===== config.mk =====
export PLATFORM = sky130hd
export DESIGN_NAME = adc_sample_conditioner
export DESIGN_NICKNAME = d
export VERILOG_FILES = /design/src/rtl/adc_sample_conditioner.sv
export SDC_FILE = /design/constraint.sdc
export NUM_CORES = 1
export LEC_CHECK = 0
export BUFFER_PORTS_ARGS = -buffer_cell sky130_fd_sc_hd__buf_4
export CELL_PAD_IN_SITES_DETAIL_PLACEMENT = 2
export CELL_PAD_IN_SITES_GLOBAL_PLACEMENT = 2
export CORE_MARGIN = 1
export CORE_UTILIZATION = 34
export CTS_CLUSTER_DIAMETER = 120
export DETAILED_ROUTE_END_ITERATION = 8
export PLACE_DENSITY = 0.77
export SLEW_MARGIN = 20
export SYNTH_ARGS = -nofsm -noshare
export SYNTH_HDL_FRONTEND = slang
export SYNTH_SLANG_ARGS = --single-unit

===== constraint.sdc =====
create_clock -name i_sys_clock -period 2.85 [get_ports i_sys_clock]
set_input_delay 0.285 -clock i_sys_clock [delete_from_list [all_inputs] [get_ports i_sys_clock]]
set_output_delay 0.285 -clock i_sys_clock [all_outputs]
set_load 0.02 [all_outputs]

===== src/rtl/adc_sample_conditioner.sv =====
// rtl/adc_sample_conditioner.sv - N-channel ADC truncate/average/clip front end with IAGC settle blanking; ADC_ROUND_SATURATE_EN selects round+saturate
module adc_sample_conditioner #(
    parameter int NUM_CHANNELS     = 2,
    parameter int ADC_IN_WIDTH     = 16,
    parameter int DATA_WIDTH       = 14,
    parameter int IAGC_STATUS_SIZE = 4,
    parameter int DECIM_LOG2       = 2,
    parameter int SETTLE_SAMPLES   = 64,
    parameter int CLIP_MARGIN      = 8
) (
    input  logic                               i_sys_clock,
    input  logic                               i_reset_n,
    input  logic [IAGC_STATUS_SIZE-1:0]        i_iagc_status,
    input  logic                               i_adc_init_done,
    input  logic                               i_sample_valid,
    input  logic [NUM_CHANNELS*ADC_IN_WIDTH-1:0] i_adc_data,
    output logic [NUM_CHANNELS*DATA_WIDTH-1:0] o_data,
    output logic                               o_data_valid,
    output logic [NUM_CHANNELS-1:0]            o_clip,
    output logic                               o_settling,
    output logic [1:0]                         o_state
);
    localparam int ACC_W = DATA_WIDTH + DECIM_LOG2;
    localparam int WIN_W = (DECIM_LOG2 > 0) ? DECIM_LOG2 : 1;
    localparam int SET_W = (SETTLE_SAMPLES > 1) ? $clog2(SETTLE_SAMPLES) : 1;
    localparam logic [WIN_W-1:0] WIN_LAST = WIN_W'((1 << DECIM_LOG2) - 1);
    localparam logic [SET_W-1:0] SET_LAST = SET_W'(SETTLE_SAMPLES - 1);
    localparam logic signed [DATA_WIDTH-1:0] CLIP_HI = DATA_WIDTH'((1 << (DATA_WIDTH-1)) - 1 - CLIP_MARGIN);
    localparam logic signed [DATA_WIDTH-1:0] CLIP_LO = DATA_WIDTH'(-(1 << (DATA_WIDTH-1)) + CLIP_MARGIN);
`ifdef ADC_ROUND_SATURATE_EN
    localparam logic signed [ACC_W:0] RND_ADD = (ACC_W+1)'((DECIM_LOG2 > 0) ? (1 << (DECIM_LOG2-1)) : 0);
    localparam logic signed [ACC_W:0] SAT_MAX = (ACC_W+1)'((1 << (DATA_WIDTH-1)) - 1);
    localparam logic signed [ACC_W:0] SAT_MIN = (ACC_W+1)'(-(1 << (DATA_WIDTH-1)));
`endif

    typedef enum logic [1:0] {IDLE = 2'd0, SETTLE = 2'd1, RUN = 2'd2} state_t;

    state_t                        state;
    logic [IAGC_STATUS_SIZE-1:0]   status_q;
    logic [SET_W-1:0]              settle_cnt;
    logic [WIN_W-1:0]              win_cnt;
    logic signed [ACC_W-1:0]       acc [NUM_CHANNELS];
    logic [NUM_CHANNELS-1:0]       sticky;

    logic                          active;
    logic                          status_same;
    logic                          run_ok;
    logic                          win_last;
    logic                          unused_lsbs;
    logic signed [DATA_WIDTH-1:0]  sample [NUM_CHANNELS];
    logic signed [ACC_W-1:0]       sum    [NUM_CHANNELS];
    logic signed [DATA_WIDTH-1:0]  avg    [NUM_CHANNELS];
    logic [NUM_CHANNELS-1:0]       hit;
`ifdef ADC_ROUND_SATURATE_EN
    logic signed [ACC_W:0]         rnd    [NUM_CHANNELS];
`endif

    assign active      = (i_iagc_status != '0) && i_adc_init_done;
    assign status_same = (i_iagc_status == status_q);
    assign run_ok      = active && (state == RUN) && status_same;
    assign win_last    = (win_cnt == WIN_LAST);
    assign unused_lsbs = ^i_adc_data;
    assign o_state     = state;
    assign o_settling  = (state == SETTLE);

    always_comb begin
        for (int c = 0; c < NUM_CHANNELS; c++) begin
            sample[c] = i_adc_data[c*ADC_IN_WIDTH + ADC_IN_WIDTH-1 -: DATA_WIDTH];
            hit[c]    = (sample[c] >= CLIP_HI) || (sample[c] <= CLIP_LO);
            sum[c]    = acc[c] + ACC_W'(sample[c]);
`ifdef ADC_ROUND_SATURATE_EN
            rnd[c] = ((ACC_W+1)'(sum[c]) + RND_ADD) >>> DECIM_LOG2;
            if (rnd[c] > SAT_MAX)
                avg[c] = SAT_MAX[DATA_WIDTH-1:0];
            else if (rnd[c] < SAT_MIN)
                avg[c] = SAT_MIN[DATA_WIDTH-1:0];
            else
                avg[c] = rnd[c][DATA_WIDTH-1:0];
`else
            avg[c] = DATA_WIDTH'(sum[c] >>> DECIM_LOG2);
`endif
        end
    end

    // Status change in SETTLE/RUN restarts the settle count; the relay needs time to settle
    always_ff @(posedge i_sys_clock or negedge i_reset_n) begin
        if (!i_reset_n) begin
            state      <= IDLE;
            status_q   <= '0;
            settle_cnt <= '0;
        end else if (!active) begin
            state <= IDLE;
        end else begin
            case (state)
                IDLE: begin
                    state      <= SETTLE;
                    settle_cnt <= '0;
                    status_q   <= i_iagc_status;
                end
                SETTLE, RUN: begin
                    if (!status_same) begin
                        state      <= SETTLE;
                        status_q   <= i_iagc_status;
                        settle_cnt <= '0;
                    end else if (state == SETTLE && i_sample_valid) begin
                        if (settle_cnt == SET_LAST)
                            state <= RUN;
                        else
                            settle_cnt <= settle_cnt + 1'b1;
                    end
                end
                default: state <= IDLE;
            endcase
        end
    end

    // Any cycle not continuing a RUN window discards the partial window
    always_ff @(posedge i_sys_clock or negedge i_reset_n) begin
        if (!i_reset_n) begin
            for (int c = 0; c < NUM_CHANNELS; c++) acc[c] <= '0;
            win_cnt      <= '0;
            sticky       <= '0;
            o_data       <= '0;
            o_clip       <= '0;
            o_data_valid <= 1'b0;
        end else begin
            o_data_valid <= 1'b0;
            if (!run_ok) begin
                for (int c = 0; c < NUM_CHANNELS; c++) acc[c] <= '0;
                win_cnt <= '0;
                sticky  <= '0;
            end else if (i_sample_valid) begin
                if (win_last) begin
                    for (int c = 0; c < NUM_CHANNELS; c++) begin
                        o_data[c*DATA_WIDTH +: DATA_WIDTH] <= avg[c];
                        acc[c] <= '0;
                    end
                    o_clip       <= sticky | hit;
                    sticky       <= '0;
                    win_cnt      <= '0;
                    o_data_valid <= 1'b1;
                end else begin
                    for (int c = 0; c < NUM_CHANNELS; c++) acc[c] <= sum[c];
                    sticky  <= sticky | hit;
                    win_cnt <= win_cnt + 1'b1;
                end
            end
        end
    end
endmodule

==> impl_metrics.toml <==
[drt]
route.detailed.drc = 0
via_per_inst = 5.48
final_antenna_net_count = 0
drt_iter0_drc = 83
wl_um = 13300
vias = 3876
wl_per_cell_um = 18.8
dr.pass1.iters = 4

[sta]
rsz0062_at_grt = "false"
finalSetupViolCount = 0
tightest_slew_ps = 743
hold_viol_final = 20
fin_ws_ps = 238
finClkSkew_ps = 6.79
fin_crit_sh = 0.917
relSlewSlack = 0.504
setup_tns_ps = 0
final-max-slew-violation-count = 0
timing.fmax_mhz = 383
period_needed_ps = 2610
hold_ws_ps = -10.5

[flow_run]
max_cap_violations = 0

[logic_synthesis]
netlist.area_leader.share = 0.419
synth_area_um2 = 4720
dominantRegCellSynth = "dfrtp_1"
syn_avg_cell_area_um2 = 10.3
synth.most_common_cell = "dfrtp_1"
synth_nets = 537
ys_seq_area_frac = 0.419
syn_inst = 459
ys_warn_count = 0
ys_ff_latch = 79
yosys-top-cells-count = "dfrtp_1 (79), ha_1 (36), nand2_1 (33), nor2_1 (31)"
synth_edf_count = 0
synthTopCellsByArea = "dfrtp_1 (42%), ha_1 (9.6%), a22o_1 (5.2%), mux2_1 (5.0%), xnor2_1 (3.7%)"
async_reset_ff_frac = 1.00
yosys.area.top_type = "dfrtp_1"
ys_types = 55

[power]
cellPowerDensity_nw_per_um2 = 472
leakage_nw = 2.84
ir_worst_vdd_mv = 0.209

[floorplanning]
core-area_um2 = 13400
rows = 42
dieHeight_um = 120
die_w_um = 120
pin_count = 74
dieArea_um2 = 14300
initial_core_util = 0.352

[setup_path]
crit_arrival_ps = 2840
crit_path_end_kind = "flip-flop"
worst-setup-path-type = "reg2reg"
start_kind = "flip-flop"
cp_max_fo = 3
crit_required_ps = 3080

[global_route]
grt_max_degree = 80
grt_usage = 0.203
grt_pass1_vias = 4466
antenna_found_initial = 0
grt_overflow = 0
grt_pass1_wl_um = 22700

[clock_network]
path_clk_slew_ps = 60
cts_buffer_depth = 2
cts_buffers = 9
insertion_delay_ps = 340
h-tree-depth = 3
post_cts_resize_count = 0
cts_tree = "yes"
postCtsSetupBuffers = 0
cts_hold_buf = 0
cts_sinks = 79
clock-root-buffer = "clkbuf_16"

[placement]
portBuffers = 69
hpwl_um = 9740
preCtsSetupSlack_ps = 223
routabilityCongestion = 0.795

[cells_and_area]
fin_nets = 604
area_delta_synth_final_pct = 22.2
antenna_cells = 0
layout-drive-gt1-share = 0.203

[hold_path]
hold_class = "in2async"

[run_status]
status = "finished with violations"
violations = "hold timing"
[worst max-delay path, stage by stage (launching register included)]
cell and delay [ps]:
dfrtp_1 390, ha_1 230, fa_1 420, a21oi_1 230, o21ai_1 160, a31oi_1 330, o31ai_1 140, a21oi_1 190
xnor2_1 110, mux2_1 290
[final cells by class]
cell class	instances	area, um2
inverter	16	60.1
fill	1414	7640
clock inverter	5	80.1
tap	176	220
clock buffer	11	253
multi-input combinational	348	2610
timing repair buffer	72	557
sequential	79	1980
[state kept, by name, indices dropped and copies added (netlist names)]
signal        count
acc              32
status_q          4
o_data_valid      1
sticky            2
win_cnt           2
settle_cnt        6
o_state           2
o_clip            2
o_data           28
[logic make-up after synthesis]
family | after synthesis | synth area share
AOI/OAI and AO/OA | 126 | 0.185
and+or+nand+nor | 116 | 0.121
DFF | 79 | 0.419
adders and majority gates | 38 | 0.104
xor gates and xnor gates | 36 | 0.0669
buffers and inverters | 32 | 0.0281
muxes | 32 | 0.0756
[report_power, final]
part / leakage, nW / internal (mW) / switching (mW)
registers: 1.09 / 1.14 / 0.0130
logic: 1.59 / 0.112 / 0.168
clock network: 0.158 / 0.813 / 0.475
total: 2.84 / 2.06 / 0.655
[routing by layer]
metal | track usage | part of all wire | vias to the layer above
li1 | - | - | 1824
met1 | 0.243 | 0.44 | 1979
met2 | 0.360 | 0.52 | 55
met3 | 0.0285 | 0.024 | 18
met4 | 0.0883 | 0.021 | 0
met5 | 0 | 0 | -
[layout by cell type, fill, tap and decap left out, types with 15 or more instances in the layout]
cell     instances
dfrtp_1         79
buf_4           70
ha_1            36
nand2_1         33
nor2_1          30
a21oi_1         28
a22o_1          28
mux2_1          21
xnor2_1         20
nand3_1         17
xor2_1          16
o21ai_1         15
[through the flow]
stage	total power, mW	hold slack, ps	area [um2]	utilization	std cells
CTS	2.77	173	5760	0.430	707
finish	2.72	-10.5	5760	0.430	707
global placement	1.44	471	5420	0.405	691
global route	2.83	45.4	5760	0.430	707
floorplan	1.32	-10.6	4720	-	459
detailed placement	1.45	478	5420	0.405	691
[final timing paths]
| path | from | to | slack (ps) | cells after the start |
|---|---|---|---|---|
| worst max-delay path | acc[16] | o_data[10] | 240 | 9 |
| worst min-delay path | i_reset_n | o_data[24] | -10 | 1 |
| worst max register to register | acc[16] | o_data[10] | 240 | 9 |
| worst min register to register | o_data[22] | o_data[22] | 480 | 1 |
| max in group asynchronous | i_reset_n | settle_cnt[5] | 2350 | 1 |
| min in group i_sys_clock | i_iagc_status[0] | status_q[0] | 200 | 2 |
Note: power is estimated with default switching activity, not from simulation.
